[config.mk]
export PLATFORM = sky130hd
export DESIGN_NAME = xbus_uart
export DESIGN_NICKNAME = d
export VERILOG_FILES = /design/src/rtl/xbus_uart.sv
export SDC_FILE = /design/constraint.sdc
export NUM_CORES = 1
export LEC_CHECK = 0
export CORE_ASPECT_RATIO = 1.2
export CORE_MARGIN = 4
export CORE_UTILIZATION = 50
export DETAILED_ROUTE_END_ITERATION = 8
export GPL_ROUTABILITY_DRIVEN = 0
export PLACE_DENSITY_LB_ADDON = 0.05
export REMOVE_ABC_BUFFERS = 1
export SLEW_MARGIN = 20
export SYNTH_ARGS = -nofsm -noshare
export SYNTH_HDL_FRONTEND = slang
export SYNTH_SLANG_ARGS = --single-unit
[constraint.sdc]
create_clock -name clk -period 5.62 [get_ports clk]
set_input_delay 0.562 -clock clk [delete_from_list [all_inputs] [get_ports clk]]
set_output_delay 0.562 -clock clk [all_outputs]
set_load 0.01 [all_outputs]
[src/rtl/xbus_uart.sv]
// Memory-mapped 8N1 UART slave on the xbus: TX FIFO + serializer, synchronized RX
// deserializer with a one-byte holding register. rdata is combinational (zero wait state).
//   state    | meaning
//   TX_IDLE  | line high, waiting for a FIFO entry
//   TX_START | start bit (txd=0)
//   TX_DATA  | 8 data bits, LSB first
//   TX_STOP  | stop bit; chains straight into TX_START when the FIFO is non-empty
//   RX_IDLE  | waiting for a falling edge
//   RX_START | half-bit wait, then re-check for a glitch
//   RX_DATA  | sampling 8 data bits every div clocks
//   RX_STOP  | sampling the stop bit
//   RX_WAIT  | framing error, waiting for the line to return high
module xbus_uart #(
  parameter logic [31:0] BASE_ADDR = 32'h1000_0000,
  parameter int unsigned TX_DEPTH  = 4,
  parameter logic [15:0] DIV_RST   = 16'd868
) (
  input  logic        clk,
  input  logic        rst,
  input  logic        xbus_as,
  input  logic        xbus_we,
  input  logic [3:0]  xbus_be,
  input  logic [31:0] xbus_addr,
  input  logic [31:0] xbus_wdata,
  output logic [31:0] xbus_rdata,
  output logic        uart_txd,
  input  logic        uart_rxd
);
  localparam int unsigned AW = $clog2(TX_DEPTH);

  typedef enum logic [1:0] {TX_IDLE, TX_START, TX_DATA, TX_STOP} tx_state_t;
  typedef enum logic [2:0] {RX_IDLE, RX_START, RX_DATA, RX_STOP, RX_WAIT} rx_state_t;

  logic        sel, wr;
  logic [1:0]  reg_idx;
  logic        wr_rx, wr_st;
  logic        unused_bits;
  logic [15:0] div, div_eff;

  assign sel         = xbus_as & (xbus_addr[31:4] == BASE_ADDR[31:4]);
  assign wr          = sel & xbus_we;
  assign reg_idx     = xbus_addr[3:2];
  assign wr_rx       = wr & (reg_idx == 2'd1) & xbus_be[0];
  assign wr_st       = wr & (reg_idx == 2'd2) & xbus_be[0];
  assign unused_bits = ^{xbus_addr[1:0], xbus_wdata[31:16], xbus_be[3:2]};
  assign div_eff     = (div < 16'd2) ? 16'd2 : div;

  // TX FIFO: extra pointer MSB distinguishes full from empty
  logic [7:0]  fifo_mem [TX_DEPTH];
  logic [AW:0] wr_ptr, rd_ptr;
  logic        tx_empty, tx_full, push, push_ok, tx_pop;

  assign tx_empty = (wr_ptr == rd_ptr);
  assign tx_full  = (wr_ptr[AW] != rd_ptr[AW]) && (wr_ptr[AW-1:0] == rd_ptr[AW-1:0]);
  assign push     = wr & (reg_idx == 2'd0) & xbus_be[0];
  assign push_ok  = push & ~tx_full;

  always_ff @(posedge clk or posedge rst) begin
    if (rst) begin
      wr_ptr <= '0;
      rd_ptr <= '0;
    end else begin
      if (push_ok) wr_ptr <= wr_ptr + 1'b1;
      if (tx_pop)  rd_ptr <= rd_ptr + 1'b1;
    end
  end

  always_ff @(posedge clk) begin
    if (push_ok) fifo_mem[wr_ptr[AW-1:0]] <= xbus_wdata[7:0];
  end

  tx_state_t   tx_state, tx_next;
  logic [15:0] tx_cnt;
  logic [2:0]  tx_bit;
  logic [7:0]  tx_shift;
  logic        tx_tick, tx_busy;

  assign tx_tick = (tx_cnt == 16'd0);
  assign tx_busy = (tx_state != TX_IDLE);

  always_ff @(posedge clk or posedge rst) begin
    if (rst) tx_state <= TX_IDLE;
    else     tx_state <= tx_next;
  end

  always_comb begin
    tx_next = tx_state;
    tx_pop  = 1'b0;
    case (tx_state)
      TX_IDLE:  if (!tx_empty) begin
                  tx_next = TX_START;
                  tx_pop  = 1'b1;
                end
      TX_START: if (tx_tick) tx_next = TX_DATA;
      TX_DATA:  if (tx_tick && tx_bit == 3'd7) tx_next = TX_STOP;
      TX_STOP:  if (tx_tick) begin
                  if (!tx_empty) begin
                    tx_next = TX_START;
                    tx_pop  = 1'b1;
                  end else begin
                    tx_next = TX_IDLE;
                  end
                end
      default:  tx_next = TX_IDLE;
    endcase
  end

  // Counter reloads from div at each bit boundary, so a new divisor takes effect next bit
  always_ff @(posedge clk or posedge rst) begin
    if (rst) begin
      tx_cnt   <= '0;
      tx_bit   <= '0;
      tx_shift <= '0;
    end else if (tx_pop) begin
      tx_cnt   <= div_eff - 16'd1;
      tx_bit   <= '0;
      tx_shift <= fifo_mem[rd_ptr[AW-1:0]];
    end else if (tx_state != TX_IDLE) begin
      if (tx_tick) begin
        tx_cnt <= div_eff - 16'd1;
        if (tx_state == TX_DATA) begin
          tx_shift <= tx_shift >> 1;
          tx_bit   <= tx_bit + 3'd1;
        end
      end else begin
        tx_cnt <= tx_cnt - 16'd1;
      end
    end
  end

  assign uart_txd = (tx_state == TX_START) ? 1'b0 :
                    (tx_state == TX_DATA)  ? tx_shift[0] : 1'b1;

  logic rx_s1, rx_s2, rx_prev, rx_fall;

  always_ff @(posedge clk or posedge rst) begin
    if (rst) begin
      rx_s1   <= 1'b1;
      rx_s2   <= 1'b1;
      rx_prev <= 1'b1;
    end else begin
      rx_s1   <= uart_rxd;
      rx_s2   <= rx_s1;
      rx_prev <= rx_s2;
    end
  end

  assign rx_fall = rx_prev & ~rx_s2;

  rx_state_t   rx_state, rx_next;
  logic [15:0] rx_cnt;
  logic [2:0]  rx_bit;
  logic [7:0]  rx_shift;
  logic        rx_tick, rx_done;

  assign rx_tick = (rx_cnt == 16'd0);

  always_ff @(posedge clk or posedge rst) begin
    if (rst) rx_state <= RX_IDLE;
    else     rx_state <= rx_next;
  end

  always_comb begin
    rx_next = rx_state;
    rx_done = 1'b0;
    case (rx_state)
      RX_IDLE:  if (rx_fall) rx_next = RX_START;
      RX_START: if (rx_tick) rx_next = rx_s2 ? RX_IDLE : RX_DATA;
      RX_DATA:  if (rx_tick && rx_bit == 3'd7) rx_next = RX_STOP;
      RX_STOP:  if (rx_tick) begin
                  if (rx_s2) begin
                    rx_next = RX_IDLE;
                    rx_done = 1'b1;
                  end else begin
                    rx_next = RX_WAIT;
                  end
                end
      RX_WAIT:  if (rx_s2) rx_next = RX_IDLE;
      default:  rx_next = RX_IDLE;
    endcase
  end

  // Idle keeps the half-bit count preloaded so START times from the detected edge
  always_ff @(posedge clk or posedge rst) begin
    if (rst) begin
      rx_cnt   <= '0;
      rx_bit   <= '0;
      rx_shift <= '0;
    end else if (rx_state == RX_IDLE) begin
      rx_cnt <= (div_eff >> 1) - 16'd1;
      rx_bit <= '0;
    end else if (rx_tick) begin
      rx_cnt <= div_eff - 16'd1;
      if (rx_state == RX_DATA) begin
        rx_shift <= {rx_s2, rx_shift[7:1]};
        rx_bit   <= rx_bit + 3'd1;
      end
    end else begin
      rx_cnt <= rx_cnt - 16'd1;
    end
  end

  logic [7:0] rx_byte;
  logic       rx_valid, rx_ovr, tx_ovf;

  always_ff @(posedge clk or posedge rst) begin
    if (rst) begin
      div      <= DIV_RST;
      rx_byte  <= '0;
      rx_valid <= 1'b0;
      rx_ovr   <= 1'b0;
      tx_ovf   <= 1'b0;
    end else begin
      if (wr && reg_idx == 2'd3) begin
        if (xbus_be[0]) div[7:0]  <= xbus_wdata[7:0];
        if (xbus_be[1]) div[15:8] <= xbus_wdata[15:8];
      end
      if (rx_done) begin
        rx_byte  <= rx_shift;
        rx_valid <= 1'b1;
      end else if (wr_rx) begin
        rx_valid <= 1'b0;
      end
      // A byte landing alongside a pop is not an overrun
      if (rx_done && rx_valid && !wr_rx)   rx_ovr <= 1'b1;
      else if (wr_st && xbus_wdata[4])     rx_ovr <= 1'b0;
      if (push && tx_full)                 tx_ovf <= 1'b1;
      else if (wr_st && xbus_wdata[5])     tx_ovf <= 1'b0;
    end
  end

  always_comb begin
    xbus_rdata = '0;
    if (sel) begin
      case (reg_idx)
        2'd1:    xbus_rdata = {23'b0, rx_valid, rx_byte};
        2'd2:    xbus_rdata = {26'b0, tx_ovf, rx_ovr, rx_valid, tx_busy, tx_full, tx_empty};
        2'd3:    xbus_rdata = {16'b0, div};
        default: xbus_rdata = '0;
      endcase
    end
  end
endmodule

==> results of run 1 <==
kinds of logic (layout without fill, tap and decap cells):
kind of cell,count (synthesis),in the layout,share of synthesized area
mux,78,78,0.128
buf+inv,72,126,0.0544
compound gates,119,119,0.107
fa+ha+maj,20,20,0.0340
simple gates,241,241,0.172
flops,127,127,0.455
other cells,1,16,0.000510
xor+xnor,41,41,0.0488
power groups by stage:
stage	registers (mW)	logic (mW)	clock network (mW)
after floorplan	1.12	0.325	0
after global placement	1.14	0.444	0
after detailed placement	1.14	0.457	0
after CTS	1.13	0.461	1.17
after global routing	1.14	0.511	1.22
final	1.13	0.461	1.16
path summary, 6_finish.rpt:
check | from | endpoint | slack, ns | cells after the start
max reg2reg | div[7] | tx_cnt[14] | 2.06 | 9
min | rx_s1 | rx_s2 | 0.36 | 0
max in group asynchronous | rst | tx_bit[2] | 3.90 | 3
min reg2reg | rx_s1 | rx_s2 | 0.36 | 0
min in group asynchronous | rst | rx_shift[1] | 0.63 | 2
max | div[7] | tx_cnt[14] | 2.06 | 9
flip-flops by register name, indices dropped and copies added, names as in the netlist, 2 cells and up:
name,cells
fifo_mem,32
div,16
rx_cnt,16
tx_cnt,16
rx_byte,8
rx_shift,8
tx_shift,8
rd_ptr,3
rx_bit,3
rx_state,3
tx_bit,3
wr_ptr,3
tx_state,2
layer usage:
metal / vias up / GRT usage / routed length, µm / part of all wire
met2: 135 / 0.380 / 9260 / 0.51
met3: 22 / 0.0465 / 700 / 0.039
met1: 2768 / 0.276 / 7790 / 0.43
met5: - / 0 / 0 / 0
met4: 0 / 0.0775 / 330 / 0.018
li1: 2681 / - / - / -
final cells by class:
cell class                 instances  area (µm²)  share of cell area
multi-input combinational        515        3670               0.424
sequential                       127        3350               0.386
timing repair buffer              74         728              0.0840
clock buffer                      19         443              0.0511
tap                              175         219              0.0253
clock inverter                    13         178              0.0205
inverter                          20        76.3             0.00881
cells in the final DEF (no fill, tap or decap), types with 4 or more instances in the layout:
master,n
dfrtp_1,87
clkdlybuf4s50_1,69
nor2_1,51
mux2_2,48
nand2_1,42
a21oi_1,39
nor3_1,34
edfxtp_1,32
xnor2_1,23
mux2i_1,22
nor4_1,21
o21ai_0,21
ha_1,20
inv_1,19
nand3_1,18
xor2_1,18
clkbuf_16,17
conb_1,16
nand4_1,13
and2_1,11
mux4_2,8
dfstp_2,8
or4_1,7
o22ai_1,7
nor3b_1,7
nand2b_1,7
o31ai_1,6
a31oi_1,5
or3_1,5
buf_4,5
o41ai_1,4
==> impl_results.md, run 1 <==
- Pre-CTS WS: 2.12 ns
- Avg Synthesized Cell Area: approximately 11 µm²
- Chip width: 119 µm
- Maximum VDD drop: 0.206 mV
- Clock Power Share: 0.421
- Core area: ~0.014 mm²
- Clock Pin Slew Worst Setup and Hold Paths: 0.06 ns
- CP arrival: 3.93 ns
- First-pass GRT wire length: 29200 µm
- Final Cycle Share: 0.634
- Synth Flop Type: dfrtp_1
- Final core occ: 0.601
- Async SR Flop Fraction: 0.748
- Tot GR Track Use: 0.221
- Via density per instance: about 6
- Max_cap viols: 0
- Dpl hpwl: 13200 µm
- Seq cells post-synth: around 130
- CP Cell Sequence: or4_4 -> o41a_1 -> inv_1 -> ha_1 -> nor2b_1 -> nand4_1 -> xnor2_1 -> mux2i_1 -> o2bb2a_1
- Critical-path top delay cell: or4_4
- Share of layout cells above drive strength 1: 0.154
- Drt pass-1 iters: 5
- Yosys top cell area share: 0.296
- Top cells by count, synth: dfrtp_1, nor2_1, mux2_2, nand2_1, a21oi_1
- Row cnt: 48
- Die H: 141 µm
- Die ar.: around 0.017 mm²
- TritonCTS Buffers: 17
- Max incr delay on CP: between 0.6 and 0.7 ns
- Total grt overflow: 0
- Vias in the first global route: 5695
- Initial Utilization: 0.510
- Post-DP Area: 0.00804 mm²
- Cell Int Power: about 2 mW
- Post-Syn Area: roughly 0.0074 mm²
- CTS Hold Bufs: 0
- Fin. Hold Viols: 0
- Fin worst setup slack: 2.06 ns
- Non-filler cells, final: between 900 and 1000
- Register area share after synthesis: 0.455
- Clk_skew: 0.00813 ns
- Reg power frac: 0.411
- Status: finished, final reports clean
- Switching power: ~770 µW
- Antenna cell count: 0
- Worst EP required: 5.99 ns
- Routed WL per cell: 19.2 µm
- Nets@finish: approximately 850
- WP buf/inv: 1
- # fillers: approximately 1200
- Maximum clock rate: about 280 MHz
- Leak: between 3 and 4 nW
- DRT iter0 DRCs: 400
- Maximum clock insertion buffer count: 2
- Via count: 5606
- Largest area contributor in the netlist: dfrtp_1
- Number of synthesized flops with an enable pin: 32
- Worst min path class: reg2reg
- Clk_lat worst skew: about 0.43 ns
- I/O Buffers: just under 70
- Worst Setup Start Kind: flop
- Crit path max-delay family: simple AND/OR/NAND/NOR gates
- Max_slew headroom: 0.321
- Max Slew Vio Count: 0
- CTS H-tree depth: 4
- TNS Setup: 0 ns
- ANT nets after route: 0
- Placed cells: 911
- Critical path class: reg2reg
- Gate Count Post-Synth: 699
- Synth top area cells: dfrtp_1, edfxtp_1, mux2_2
- IO Pins: 106
- Net Sw Frac: 0.279
- Cts repair resizes: 0
- Antenna violations before repair: 0
- Final Cell Area: just under 0.009 mm²
- Tmin final: 3.56 ns
- Hold slack: ~0.36 ns
- PwrDens: 317 mW/mm²
- Comb pwr share: 0.168
- Worst Path Max Fanout: 11
- Largest net degree at the start of global routing: 56
- Wirelength, routed: between 15000 and 20000 µm
- Post-CTS setup buffers: 0
- Area grow syn2layout: 17.8%
- CTS sink count: 127
- Clock root buffer: clkbuf_16
- RSZ-0062 raised after global routing: no
- YS warnings: 0
- Actual slew at the worst max-slew pin: ~1.0 ns
- Count leader, synth: dfrtp_1
- Total DRC errors in the routed layout: 0
- Crit. End Element: flop
- Total power draw: about 2.7 mW
- CTS tree: yes
- Final setup vio count: 0
- Distinct cells, synth: 70
Note: power is estimated with default switching activity, not from simulation.
==> run 2: changes to the inputs <==
==> constraint.sdc (replaced) <==
create_clock -name clk -period 3.1 [get_ports clk]
set_input_delay 0.31 -clock clk [delete_from_list [all_inputs] [get_ports clk]]
set_output_delay 0.31 -clock clk [all_outputs]
set_load 0.01 [all_outputs]
==> run 2 against run 1 <==
Sequential share of layout area is 1.0 points lower. Final cell count is 4.1% higher. Die area stayed put. Via count is 4.0% higher.
==> impl_results.md, run 2 (synthesized netlist as in run 1, its figures left out) <==
- Status: finished, final reports clean (unchanged)
- Max FFs per register: 32 (unchanged)
- Total grt overflow: 0 (unchanged)
- Wirelength, routed: 18800 µm (was 18100 µm)
- # fillers: 1207 (was 1241)
- CP arrival: 3.18 ns (was 3.93 ns)
- Crit. End Element: flop (unchanged)
- ANT nets after route: 0 (unchanged)
- CTS tree: yes (unchanged)
- Maximum VDD drop: 0.398 mV (was 0.206 mV)
- Share of layout cells above drive strength 1: 0.195 (was 0.154)
- Core area: 0.0144 mm² (unchanged)
- Worst Setup Start Kind: flop (unchanged)
- FF-to-FF End: rx_cnt[13] (was tx_cnt[14])
- Drt pass-1 iters: 5 (unchanged)
- Largest net degree at the start of global routing: 49 (was 56)
- Clock Pin Slew Worst Setup and Hold Paths: 0.06 ns (about the same)
- Fin. Hold Viols: 0 (unchanged)
- Leak: 3.84 nW (was 3.68 nW)
- Worst Path Max Fanout: 3 (was 11)
- Row cnt: 48 (unchanged)
- Max_slew headroom: 0.393 (was 0.321)
- Final Cycle Share: 0.931 (was 0.634)
- Dpl hpwl: 14100 µm (was 13200 µm)
- Actual slew at the worst max-slew pin: 0.902 ns (was 1.01 ns)
- Most frequent cells in the layout: dfrtp_1, clkdlybuf4s50_1, nor2_1 (unchanged)
- Clk_lat worst skew: 0.42 ns (was 0.43 ns)
- TNS Setup: 0 ns (unchanged)
- Via count: 5831 (was 5606)
- Final setup vio count: 0 (unchanged)
- RSZ-0062 raised after global routing: no (unchanged)
- Maximum clock insertion buffer count: 2 (unchanged)
- Reg2Reg Launch Point: div[5] (was div[7])
- Worst min path class: in2async (was reg2reg)
- Worst EP required: 3.40 ns (was 5.99 ns)
- Die ar.: 0.0167 mm² (unchanged)
- Total DRC errors in the routed layout: 0 (unchanged)
- Final core occ: 0.618 (was 0.601)
- Area grow syn2layout: 21.0% (was 17.8%)
- First-pass GRT wire length: 31200 µm (was 29200 µm)
- Die H: 141 µm (unchanged)
- Post-DP Area: 0.00834 mm² (was 0.00804 mm²)
- R2R depth: 9 (unchanged)
- Non-filler cells, final: 982 (was 943)
- IO Pins: 106 (unchanged)
- Routed WL per cell: 19.2 µm (about the same)
- Nets@finish: 887 (was 848)
- Tot GR Track Use: 0.234 (was 0.221)
- TritonCTS Buffers: 17 (unchanged)
- Max Slew Vio Count: 0 (unchanged)
- Chip width: 119 µm (unchanged)
- Vias in the first global route: 6124 (was 5695)
- Antenna violations before repair: 0 (unchanged)
- I/O Buffers: 69 (unchanged)
- Clock root buffer: clkbuf_16 (unchanged)
- Tmin final: 2.89 ns (was 3.56 ns)
- Max_cap viols: 0 (unchanged)
- Final Cell Area: 0.00890 mm² (was 0.00867 mm²)
- Critical path class: reg2reg (unchanged)
- Maximum clock rate: 347 MHz (was 281 MHz)
- Most common cell after layout, fill and taps aside: dfrtp_1 (unchanged)
- Antenna cell count: 0 (unchanged)
- Initial Utilization: 0.510 (unchanged)
- CTS sink count: 127 (unchanged)
- PwrDens: 526 mW/mm² (was 317 mW/mm²)
- Placed cells: 950 (was 911)
- R2R Setup Slk: 0.21 ns (was 2.06 ns)
- Via density per instance: 5.94 (about the same)
- DRT iter0 DRCs: 478 (was 400)
- Clk_skew: 0.0120 ns (was 0.00813 ns)
- CTS H-tree depth: 4 (unchanged)
- Post-CTS setup buffers: 0 (unchanged)
[run 2: final cells by class]
cell class / instances / area, µm² / share of cell area
sequential: 127 / 3350 / 0.376
clock inverter: 12 / 91.3 / 0.0103
multi-input combinational: 515 / 3700 / 0.415
tap: 175 / 219 / 0.0246
inverter: 20 / 76.3 / 0.00857
clock buffer: 20 / 437 / 0.0490
timing repair buffer: 113 / 1030 / 0.116
[run 2: report_power, final]
| part | internal (mW) | switching [mW] |
|---|---|---|
| logic | 0.427 | 0.435 |
| clock network | 1.02 | 0.761 |
| registers | 1.87 | 0.167 |
[run 2: how the worst max path moves through the flow]
| stage | start | end | slack (ns) | depth (start not counted) |
|---|---|---|---|---|
| after global placement | div[5] | rx_cnt[13] | 0.15 | 9 |
| after CTS | div[5] | rx_cnt[13] | 0.001 | 9 |
| after floorplan | tx_cnt[0] | tx_shift[0] | 0.20 | 7 |
| final | div[5] | rx_cnt[13] | 0.21 | 9 |
| after detailed placement | div[5] | rx_cnt[13] | 0.03 | 9 |
| after global routing | xbus_addr[19] | xbus_rdata[13] | 0.06 | 7 |
[run 2: per-layer routing]
metal	vias to the layer above	global-route usage	wire [µm]
met2	165	0.405	9740
met4	0	0.0811	368
li1	2741	-	-
met5	-	0	0
met1	2898	0.290	7900
met3	27	0.0510	803
[run 2: timing repair]
| item | CTS | global route |
|---|---|---|
| resized for setup | 0 | 6 |
| endpoints found under the setup margin | 0 | 14 |
| hold buffers | 0 | 0 |
[run 2: through the flow]
stage               setup slack [ns]  hold WS [ns]  power (mW)
floorplan                      0.198         0.314        2.61
global placement               0.147         0.349        2.88
detailed placement            0.0298         0.351        2.93
CTS                          0.00123         0.129        4.72
global route                  0.0627         0.135        4.94
finish                         0.215         0.138        4.68
[run 2: worst max-delay path, stage by stage (launching register included)]
cell	delay, ns
dfstp_2	0.52
or3_1	0.19
nor4_2	0.09
nor2_1	0.20
ha_1	0.21
or3b_2	0.51
o41ai_2	0.45
nand2_1	0.19
o32ai_1	0.33
a21oi_1	0.08
